==> src/rtl/seg7_reader_pkg.sv <==
// Shared constants for the two-digit 7-segment display bus: segment codes, FSM states, payload type.
package seg7_reader_pkg;

    localparam int unsigned SEG_W    = 7;
    localparam int unsigned NIB_W    = 4;
    localparam int unsigned BYTE_W   = 8;
    localparam int unsigned DIGITS   = 2;
    localparam int unsigned PAIR_W   = SEG_W * DIGITS;

    // Active-low segment codes {g,f,e,d,c,b,a}
    localparam logic [SEG_W-1:0] SEG_0     = 7'b1000000;
    localparam logic [SEG_W-1:0] SEG_1     = 7'b1111001;
    localparam logic [SEG_W-1:0] SEG_2     = 7'b0100100;
    localparam logic [SEG_W-1:0] SEG_3     = 7'b0110000;
    localparam logic [SEG_W-1:0] SEG_4     = 7'b0011001;
    localparam logic [SEG_W-1:0] SEG_5     = 7'b0010010;
    localparam logic [SEG_W-1:0] SEG_6     = 7'b0000010;
    localparam logic [SEG_W-1:0] SEG_7     = 7'b1111000;
    localparam logic [SEG_W-1:0] SEG_8     = 7'b0000000;
    localparam logic [SEG_W-1:0] SEG_9     = 7'b0010000;
    localparam logic [SEG_W-1:0] SEG_A     = 7'b0001000;
    localparam logic [SEG_W-1:0] SEG_B     = 7'b0000011;
    localparam logic [SEG_W-1:0] SEG_C     = 7'b1000110;
    localparam logic [SEG_W-1:0] SEG_D     = 7'b0100001;
    localparam logic [SEG_W-1:0] SEG_E     = 7'b0000110;
    localparam logic [SEG_W-1:0] SEG_F     = 7'b0001110;
    localparam logic [SEG_W-1:0] SEG_BLANK = 7'b1111111;

    typedef enum logic {
        ST_SETTLE = 1'b0,
        ST_HOLD   = 1'b1
    } state_t;

    typedef struct packed {
        logic [SEG_W-1:0] seg1;
        logic [SEG_W-1:0] seg0;
    } seg_pair_t;

    // Hex encoder shared with the display driver
    function automatic logic [SEG_W-1:0] seg7_encode(input logic [NIB_W-1:0] nib);
        logic [SEG_W-1:0] seg;
        seg = SEG_BLANK;
        case (nib)
            4'h0: seg = SEG_0;
            4'h1: seg = SEG_1;
            4'h2: seg = SEG_2;
            4'h3: seg = SEG_3;
            4'h4: seg = SEG_4;
            4'h5: seg = SEG_5;
            4'h6: seg = SEG_6;
            4'h7: seg = SEG_7;
            4'h8: seg = SEG_8;
            4'h9: seg = SEG_9;
            4'hA: seg = SEG_A;
            4'hB: seg = SEG_B;
            4'hC: seg = SEG_C;
            4'hD: seg = SEG_D;
            4'hE: seg = SEG_E;
            default: seg = SEG_F;
        endcase
        return seg;
    endfunction

endpackage

==> src/rtl/seg7_reader_if.sv <==
// Display read-back bus: segment lines in, decoded byte and status pulses out.
interface seg7_reader_if;
    import seg7_reader_pkg::*;

    logic [SEG_W-1:0]  seg0_i;
    logic [SEG_W-1:0]  seg1_i;
    logic [BYTE_W-1:0] data_o;
    logic              valid_o;
    logic              invalid_o;
    logic [BYTE_W-1:0] err_cnt_o;

    modport master (
        output seg0_i, seg1_i,
        input  data_o, valid_o, invalid_o, err_cnt_o
    );

    modport slave (
        input  seg0_i, seg1_i,
        output data_o, valid_o, invalid_o, err_cnt_o
    );
endinterface

==> src/rtl/seg7_decode.sv <==
// Combinational single-digit decoder: active-low segment pattern to nibble, with legal/blank flags.
module seg7_decode
    import seg7_reader_pkg::*;
(
    input  logic [SEG_W-1:0] pattern,
    output logic [NIB_W-1:0] nibble,
    output logic             legal,
    output logic             blank
);

    always_comb begin
        nibble = '0;
        legal  = 1'b1;
        blank  = (pattern == SEG_BLANK);
        case (pattern)
            SEG_0:   nibble = 4'h0;
            SEG_1:   nibble = 4'h1;
            SEG_2:   nibble = 4'h2;
            SEG_3:   nibble = 4'h3;
            SEG_4:   nibble = 4'h4;
            SEG_5:   nibble = 4'h5;
            SEG_6:   nibble = 4'h6;
            SEG_7:   nibble = 4'h7;
            SEG_8:   nibble = 4'h8;
            SEG_9:   nibble = 4'h9;
            SEG_A:   nibble = 4'hA;
            SEG_B:   nibble = 4'hB;
            SEG_C:   nibble = 4'hC;
            SEG_D:   nibble = 4'hD;
            SEG_E:   nibble = 4'hE;
            SEG_F:   nibble = 4'hF;
            default: legal  = 1'b0;
        endcase
    end

endmodule

==> src/rtl/seg7_reader.sv <==
// Display read-back: synchronise segment lines, wait for a stable pattern, decode and report once.
module seg7_reader
    import seg7_reader_pkg::*;
#(
    parameter int unsigned STABLE_CYCLES = 16,
    parameter int unsigned CNT_W         = 5
) (
    input  logic          clk_50m,
    input  logic          rst_n_i,
    seg7_reader_if.slave  bus
);

    localparam logic [CNT_W-1:0]  CNT_MAX = CNT_W'(STABLE_CYCLES - 1);
    localparam logic [BYTE_W-1:0] ERR_MAX = '1;

    seg_pair_t         raw_c;
    seg_pair_t         sync1_q;
    seg_pair_t         sync2_q;
    seg_pair_t         s_q;
    logic [CNT_W-1:0]  cnt_q;
    state_t            state_q;
    logic [BYTE_W-1:0] data_q;
    logic              valid_q;
    logic              invalid_q;
    logic [BYTE_W-1:0] err_q;

    logic [NIB_W-1:0]  nib0_c;
    logic [NIB_W-1:0]  nib1_c;
    logic              legal0_c;
    logic              legal1_c;
    logic              blank0_c;
    logic              blank1_c;
    logic              same_c;
    logic              ready_c;

    assign raw_c.seg1 = bus.seg1_i;
    assign raw_c.seg0 = bus.seg0_i;

    assign same_c  = (sync2_q == s_q);
    assign ready_c = same_c && (cnt_q == CNT_MAX);

    seg7_decode u_dec0 (
        .pattern (sync2_q.seg0),
        .nibble  (nib0_c),
        .legal   (legal0_c),
        .blank   (blank0_c)
    );

    seg7_decode u_dec1 (
        .pattern (sync2_q.seg1),
        .nibble  (nib1_c),
        .legal   (legal1_c),
        .blank   (blank1_c)
    );

    // Two-flop synchroniser, snapshot and saturating stability counter; reset to the blank pattern
    always_ff @(posedge clk_50m or negedge rst_n_i) begin
        if (!rst_n_i) begin
            sync1_q <= '1;
            sync2_q <= '1;
            s_q     <= '1;
            cnt_q   <= '0;
        end else begin
            sync1_q <= raw_c;
            sync2_q <= sync1_q;
            s_q     <= sync2_q;
            if (!same_c) begin
                cnt_q <= '0;
            end else if (cnt_q != CNT_MAX) begin
                cnt_q <= cnt_q + CNT_W'(1);
            end
        end
    end

    // Report FSM: one evaluation per stable window, then wait in HOLD for the next change
    always_ff @(posedge clk_50m or negedge rst_n_i) begin
        if (!rst_n_i) begin
            state_q   <= ST_SETTLE;
            data_q    <= '0;
            valid_q   <= 1'b0;
            invalid_q <= 1'b0;
            err_q     <= '0;
        end else begin
            valid_q   <= 1'b0;
            invalid_q <= 1'b0;
            case (state_q)
                ST_SETTLE: begin
                    if (ready_c) begin
                        state_q <= ST_HOLD;
                        if (legal1_c && legal0_c) begin
                            data_q  <= {nib1_c, nib0_c};
                            valid_q <= 1'b1;
                        end else if (!(blank1_c && blank0_c)) begin
                            invalid_q <= 1'b1;
                            if (err_q != ERR_MAX) begin
                                err_q <= err_q + BYTE_W'(1);
                            end
                        end
                    end
                end
                ST_HOLD: begin
                    if (!same_c) begin
                        state_q <= ST_SETTLE;
                    end
                end
                default: state_q <= ST_SETTLE;
            endcase
        end
    end

    assign bus.data_o    = data_q;
    assign bus.valid_o   = valid_q;
    assign bus.invalid_o = invalid_q;
    assign bus.err_cnt_o = err_q;

endmodule

==> src/flat_wrapper.sv <==
// flat-port wrapper written by rule: the top's interface ports become plain ports
module seg7_reader_flat import seg7_reader_pkg::*;
#(
    parameter int unsigned STABLE_CYCLES = 16,
    parameter int unsigned CNT_W         = 5
)
  (clk_50m, rst_n_i, bus_seg0_i, bus_seg1_i, bus_data_o, bus_valid_o, bus_invalid_o, bus_err_cnt_o);
  seg7_reader_if bus_i ();
  input  logic clk_50m;
  input  logic rst_n_i;
  input wire logic [$bits(bus_i.seg0_i)-1:0] bus_seg0_i;
  input wire logic [$bits(bus_i.seg1_i)-1:0] bus_seg1_i;
  output wire logic [$bits(bus_i.data_o)-1:0] bus_data_o;
  output wire logic [$bits(bus_i.valid_o)-1:0] bus_valid_o;
  output wire logic [$bits(bus_i.invalid_o)-1:0] bus_invalid_o;
  output wire logic [$bits(bus_i.err_cnt_o)-1:0] bus_err_cnt_o;
  assign bus_i.seg0_i = bus_seg0_i;
  assign bus_i.seg1_i = bus_seg1_i;
  assign bus_data_o = bus_i.data_o;
  assign bus_valid_o = bus_i.valid_o;
  assign bus_invalid_o = bus_i.invalid_o;
  assign bus_err_cnt_o = bus_i.err_cnt_o;
  seg7_reader #(.STABLE_CYCLES(STABLE_CYCLES), .CNT_W(CNT_W)) u_core (.clk_50m(clk_50m), .rst_n_i(rst_n_i), .bus(bus_i));
endmodule
==> config.mk <==
export PLATFORM = sky130hd
export DESIGN_NAME = seg7_reader_flat
export DESIGN_NICKNAME = d
export VERILOG_FILES = /design/src/rtl/seg7_reader_pkg.sv /design/src/rtl/seg7_reader_if.sv /design/src/rtl/seg7_decode.sv /design/src/rtl/seg7_reader.sv /design/src/flat_wrapper.sv
export SDC_FILE = /design/constraint.sdc
export NUM_CORES = 1
export LEC_CHECK = 0
export BUFFER_PORTS_ARGS = -buffer_cell sky130_fd_sc_hd__buf_2
export CORE_ASPECT_RATIO = 1.4
export CORE_MARGIN = 3
export CORE_UTILIZATION = 62
export CTS_CLUSTER_DIAMETER = 30
export DETAILED_ROUTE_END_ITERATION = 7
export GPL_TIMING_DRIVEN = 0
export PLACE_DENSITY = 0.86
export SLEW_MARGIN = 20
export SYNTH_ARGS = -nofsm -noshare
export SYNTH_HDL_FRONTEND = slang
export SYNTH_SLANG_ARGS = --single-unit
==> constraint.sdc <==
create_clock -name clk_50m -period 6.2 [get_ports clk_50m]
set_input_delay 0.62 -clock clk_50m [delete_from_list [all_inputs] [get_ports clk_50m]]
set_output_delay 0.62 -clock clk_50m [all_outputs]
set_load 0.01 [all_outputs]
==> results of run 1 <==
[final cells by class]
type / count / area (sq um) / share of cell area, %
Buffer: 18 / 82.6 / 2.33
Multi-Input combinational cell: 170 / 1260 / 35.7
Tap cell: 62 / 77.6 / 2.19
Timing Repair Buffer: 33 / 168 / 4.73
Clock buffer: 13 / 181 / 5.12
Clock inverter: 3 / 41.3 / 1.16
Sequential cell: 66 / 1700 / 48.1
Inverter: 7 / 26.3 / 0.741
[synthesized netlist by cell type, drive strengths merged (8+ instances only)]
cell | number | share of area [%]
and3 | 8 | 1.6
buf | 9 | 1.6
clkbuf | 9 | 1.1
dfrtp | 24 | 20
dfstp | 42 | 36
mux2 | 8 | 2.9
nand4 | 9 | 2.0
nor2 | 17 | 2.1
xor2 | 18 | 5.1
[worst max path at each step]
| stage | from | end | slack, ns | depth (start not counted) |
|---|---|---|---|---|
| floorplan | u_core.sync2_q[4] | u_core.bus.data_o[0] | 3.69 | 7 |
| global placement | u_core.sync2_q[9] | u_core.bus.err_cnt_o[1] | 3.22 | 8 |
| detailed placement | u_core.sync2_q[9] | u_core.bus.err_cnt_o[1] | 3.13 | 8 |
| CTS | u_core.sync2_q[9] | u_core.bus.err_cnt_o[1] | 3.10 | 8 |
| global route | u_core.sync2_q[9] | u_core.bus.err_cnt_o[1] | 2.87 | 8 |
| finish | u_core.sync2_q[11] | u_core.bus.err_cnt_o[1] | 3.11 | 7 |
[sequential cells by signal (all words and copies together) (netlist names)]
name / flops
u_core.s_q: 14
u_core.sync2_q: 14
u_core.sync1_q: 14
u_core.bus.err_cnt_o: 8
u_core.bus.valid_o: 1
u_core.state_q: 1
u_core.cnt_q: 5
u_core.bus.invalid_o: 1
u_core.bus.data_o: 8
[layout by cell type (no fill, tap or decap), drive strengths merged, types with 2 or more instances in the layout]
master / n
a32o: 2
or4: 2
o311ai: 2
ha: 3
o21ai: 4
nand4: 9
xnor2: 7
o22ai: 4
nor4bb: 2
nand2b: 7
a21oi: 7
nand2: 4
nor4: 7
xor2: 18
dfstp: 42
or3: 2
and4: 2
nor3: 6
nand3: 6
buf: 42
nor2b: 3
o2111ai: 2
mux2i: 2
o32a: 4
clkbuf: 22
or4b: 2
a41oi: 2
mux2: 8
dfrtp: 24
nor3b: 5
a2111oi: 3
nor2: 17
a31oi: 2
and3b: 2
inv: 8
and3: 8
nand4b: 2
[report_power, final]
group / leakage [uW] / internal, uW / switching (uW) / total, uW
logic: 0.000657 / 23.8 / 38.8 / 62.6
clock network: 0.000114 / 234 / 150 / 384
registers: 0.000777 / 456 / 10.8 / 467
[routing by layer]
metal,share of wire [%],vias up,global-route usage [%]
met2,52,56,36.9
met3,4.0,9,5.79
met5,0,-,0
met1,43,1113,27.8
li1,-,1053,-
met4,1.7,0,9.62
[worst max-delay path, stage by stage, from the launching register on]
cell      delay, ns
dfstp_2        0.61
clkbuf_1       0.40
xor2_1         0.13
nor4_1         0.44
nand4_2        0.38
nor3_2         0.49
nand3_1        0.19
mux2_2         0.32
[cell families after synthesis]
family / after synthesis / share of synthesized area, %
mux: 10 / 3.58
xor+xnor: 25 / 7.11
fa+ha+maj: 3 / 1.22
buf+inv: 25 / 3.54
flops: 66 / 55.4
simple gates: 91 / 18.7
compound gates: 41 / 10.5
[metrics by stage]
step,total power (uW),setup WS [ns],util (%)
2_1_floorplan,511,3.69,-
3_3_place_gp,533,3.22,71.5
3_5_place_dp,536,3.13,71.6
4_1_cts,925,3.10,76.3
5_1_grt,956,2.87,76.3
6_report,914,3.11,76.3
==> impl_metrics.yaml, run 1 <==
outcome:
  status: "completed"
clock_network:
  post_cts_resized: 0
  cts-hold-fix-buffers: 0
  numCtsBuffers: 9
  cts_sinks: 66
  cts_setup_buffers: 0
  clkTransAtPathRegs_ns: 0.07
  clock_path_buffers: 2
  cts-htree-levels: 3
  cts_root_buf: "clkbuf_8"
  cts_tree: "yes"
  worstSkewPairLatency_ns: 0.33
global_routing:
  grt_pass1_vias: 2182
  grt_overflow: 0
  grt_max_degree: 67
  antenna_found_initial: 0
  grt_util_all_layers_pct: 22.3
  grt_pass1_wl_microns: 9910
route:
  drt_iter0_drc: 177
  viasPerCell: 6.00
  drc: 0
  drtAntennaViolNets: 0
  vias: 2231
  dr.pass1.iters: 5
  wl_per_cell_microns: 15.2
  wirelength_microns: 5650
finish:
  drive_gt1_share_pct: 36.5
  n_antenna_cell: 0
  final_cells: 372
  fin_area_sq_um: 3550
  n_fill_cell: 345
  synthToLayoutAreaGrowth_pct: 15.2
  nets: 324
sta:
  setup_tns_ns: 0
  drv_slew: 0
  rsz0062_at_grt: "no"
  worstMarginPinSlew_ns: 0.758
  finalClockSkew_ns: 0.00587
  relSlewSlack_pct: 49.5
  hold_viol: 0
  max_freq_mhz: 324
  period_share_pct: 49.8
  holdWs_ns: 0.354
  min_period_ns: 3.09
  finalSetupViolCount: 0
synthesis:
  synth_area_sq_um: 3080
  ys_seq_area_share_pct: 55.4
  syn-num-nets: 280
  yosys_most_used_dff: "dfstp_2"
  synth-edff-count: 0
  ys_warn_count: 0
  avgSynthCellArea_sq_um: 11.8
  synth.distinct_cells: 60
  async_reset_ff_share_pct: 100
  synth_seq_cells: 66
  netlist_instances: 261
hold_path:
  hp-class: "reg -> reg"
  worst_hold_startpoint: "u_core.sync1_q[11]"
  hold_path_depth: 0
  holdPathEnd: "u_core.sync2_q[11]"
die:
  chipHeight_microns: 89.4
  rows: 29
  die_w_microns: 65.6
  start_util_pct: 66.3
  placeableCoreArea_sq_um: 4640
  fp.dieArea_sq_um: 5860
  io_pins: 34
placed_design:
  place.port_buffers: 33
  hpwl_microns: 4040
  placed_cell_area_sq_um: 3320
  dp_cells: 356
  place_congestion: 0.919
worst_setup_path:
  reg2reg_to: "u_core.bus.err_cnt_o[1]"
  cp_max_fo: 10
  crit_required_ns: 6.42
  regToRegSetupSlack_ns: 3.11
  worstRegToRegCells: 7
  start_kind: "register"
  path_class: "reg -> reg"
  cp.arrival_ns: 3.30
  crit_path_end_kind: "register"
  r2r-start: "u_core.sync2_q[11]"
pwr:
  leakagePower_uw: 0.00155
  ir_worst_vdd_uv: 276
  p_per_area_nw_per_um2: 258
job:
  cap_violations: 0
(Power assumes the default switching activity.)
==> inputs of run 2 (changes only) <==
ABC_AREA = 1   (was unset)
CORE_UTILIZATION = 58   (was 62)
PLACE_DENSITY = 0.81   (was 0.86)
clock period = 2.9 ns   (was 6.2 ns; I/O delays follow)
==> run 2 against run 1 <==
Net effect:
- sequential share of layout area down 1.1 points
- clock power rose by 110%
- highest routed layer unchanged
- clock-buffer cell count is 1 lower
- die area is 9.0% higher
- critical path depth up 6
- global-route usage decreased by 0.65 points
- total power rose by 110%
- combinational power is 71% higher
- largest power group unchanged
- worst hold slack got worse by 0.33 ns
- cell count up 33%
- via count increased by 13%
- wire length grew 4.2%
==> impl_metrics.yaml, run 2 <==
outcome:
  status: "completed"
sta:
  min_period_ns: 2.01
  finalClockSkew_ns: 0.0150
  relSlewSlack_pct: 48.4
  hold_viol: 0
  setup_tns_ns: 0
  fin_ws_ns: 0.890
  worstMarginPinSlew_ns: 0.774
  rsz0062_at_grt: "no"
  period_share_pct: 69.3
  max_freq_mhz: 498
  finalSetupViolCount: 0
  drv_slew: 0
route:
  wirelength_microns: 5890
  viasPerCell: 5.07
  wl_per_cell_microns: 11.9
  drtAntennaViolNets: 0
  dr.pass1.iters: 4
  vias: 2513
  drt_iter0_drc: 160
  drc: 0
synthesis:
  synth_area_sq_um: 3160
  syn-num-nets: 400
  netlist_instances: 381
  ys_seq_area_share_pct: 53.9
  yosys-top-cells-area: "dfstp_2 35%, dfrtp_1 19%, nand2_1 15%"
  ys_warn_count: 0
  synth_most_common_cell: "nand2_1"
  synth-edff-count: 0
  yosys-top-cells-count: "123 x nand2_1, 49 x nor2_1, 42 x dfstp_2"
  synth_top_area_share_pct: 34.9
  yosys.area.top_type: "dfstp_2"
  avgSynthCellArea_sq_um: 8.30
  synth_seq_cells: 66
  synth.distinct_cells: 31
  async_reset_ff_share_pct: 100
  yosys_most_used_dff: "dfstp_2"
worst_setup_path:
  crit_slowest_cell: "dfstp_2"
  start_kind: "register"
  crit_path_start: "u_core.sync2_q[5]"
  regToRegSetupSlack_ns: 0.89
  cp_top_family: "simple AND/OR/NAND/NOR gates"
  reg2reg_to: "u_core.bus.err_cnt_o[6]"
  crit_chain: "buf_4 -> inv_2 -> nand2_1 -> nand2_1 -> nor2_1 -> nand2_1 -> nor2_2 -> nand3_2 -> nor2_4 -> buf_6 -> nand4_1 -> nand2_1 -> inv_1"
  setup.worst_path.end: "u_core.bus.err_cnt_o[6]"
  crit_required_ns: 3.13
  worstRegToRegCells: 13
  cp.arrival_ns: 2.24
  cp_num_buf_inv: 4
  cp_max_fo: 10
  r2r-start: "u_core.sync2_q[5]"
  cp_num_cells: 13
  crit_path_max_incr_delay_ns: 0.53
  path_common_cell: "nand2_1"
  crit_path_end_kind: "register"
  path_class: "reg -> reg"
clock_network:
  cts-htree-levels: 3
  cts-hold-fix-buffers: 0
  clkTransAtPathRegs_ns: 0.08
  numCtsBuffers: 9
  cts_root_buf: "clkbuf_8"
  cts_sinks: 66
  cts_setup_buffers: 0
  cts_tree: "yes"
  worstSkewPairLatency_ns: 0.34
  clock_path_buffers: 2
  post_cts_resized: 0
finish:
  n_fill_cell: 421
  drive_gt1_share_pct: 27.9
  final_cells: 496
  synthToLayoutAreaGrowth_pct: 14.7
  n_antenna_cell: 0
  mostFrequentLayoutCell: "nand2_1"
  final_cell_mix: "123 x nand2_1, 49 x nor2_1, 42 x dfstp_2"
  nets: 444
  reg_top3: "u_core.s_q (14), u_core.sync1_q (14), u_core.sync2_q (14)"
global_routing:
  grt_overflow: 0
  grt_pass1_vias: 2549
  grt_pass1_wl_microns: 10400
  antenna_found_initial: 0
  grt_util_all_layers_pct: 21.7
  grt_max_degree: 67
placed_design:
  hpwl_microns: 4400
  place.port_buffers: 33
  dp_cells: 480
  place_congestion: 0.861
  dp_slack_ns: 0.880
die:
  placeableCoreArea_sq_um: 5240
  start_util_pct: 60.4
  rows: 31
  fp.dieArea_sq_um: 6390
  io_pins: 34
  die_w_microns: 68.4
  chipHeight_microns: 93.4
hold_path:
  hp-class: "in -> async"
pwr:
  p_per_area_nw_per_um2: 527
  leakagePower_uw: 0.00193
  fin_total_pwr_uw: 1910
  ir_worst_vdd_uv: 562
job:
  cap_violations: 0
[run 2: cell types whose count changed in the layout (fill, tap and decap cells not counted), sizes merged, moves of 5 or more]
cell / change
nand2b: -7
nor3: +7
o21ai: +6
mux2: -8
inv: +43
clkbuf: -9
nand2: +121
nor2: +39
nand3: +19
nor4: -6
and3: -7
buf: -5
xor2: -16
[run 2: cell type report]
class                           instances  area (sq um)  area share, %
Clock buffer                           12           166           4.59
Timing Repair Buffer                   33           168           4.62
Sequential cell                        66          1700           47.0
Tap cell                               66          82.6           2.28
Buffer                                  5          45.0           1.24
Multi-Input combinational cell        259          1220           33.7
Clock inverter                          4          47.5           1.31
Inverter                               51           191           5.28
[run 2: logic make-up (layout without fill, tap and decap cells)]
| kind of cell | after synthesis | count (layout) | share of synthesized area, % |
|---|---|---|---|
| simple gates | 235 | 235 | 33.4 |
| buf+inv | 56 | 105 | 7.48 |
| xor+xnor | 5 | 5 | 1.39 |
| flops | 66 | 66 | 53.9 |
| compound gates | 16 | 16 | 2.69 |
| fa+ha+maj | 3 | 3 | 1.19 |
[run 2: where the power goes]
| part | internal [uW] | leakage (uW) | switching, uW |
|---|---|---|---|
| combinational | 35.3 | 0.00104 | 71.8 |
| sequential | 975 | 0.000777 | 26.7 |
| clock | 470 | 0.000108 | 334 |
| total | 1480 | 0.00193 | 432 |
[run 2: worst min-delay path by stage]
stage,start,end,slack (ns),cells after the start
3_5_place_dp,u_core.sync1_q[2],u_core.sync2_q[2],0.35,0
2_1_floorplan,rst_n_i,u_core.bus.data_o[0],-0.006,0
4_1_cts,bus_seg0_i[0],u_core.sync1_q[0],0.03,1
5_1_grt,bus_seg1_i[1],u_core.sync1_q[8],0.03,1
3_3_place_gp,u_core.sync1_q[7],u_core.sync2_q[7],0.35,0
6_report,rst_n_i,u_core.bus.valid_o,0.03,1
[run 2: per-stage QoR]
step	hold WS (ns)	area, sq um	util (%)
floorplan	-0.00559	3160	-
global placement	0.346	3410	65.1
finish	0.0260	3630	69.2
CTS	0.0326	3630	69.2
global route	0.0257	3630	69.2
detailed placement	0.347	3410	65.2
[run 2: per-layer routing]
metal  share of wire (%)  up-vias  GRT usage [%]
met2                  51       56           36.7
met1                  40     1159           23.5
met4                 3.6        0           13.3
li1                    -     1279              -
met3                 4.7       19           5.05
met5                   0        -              0
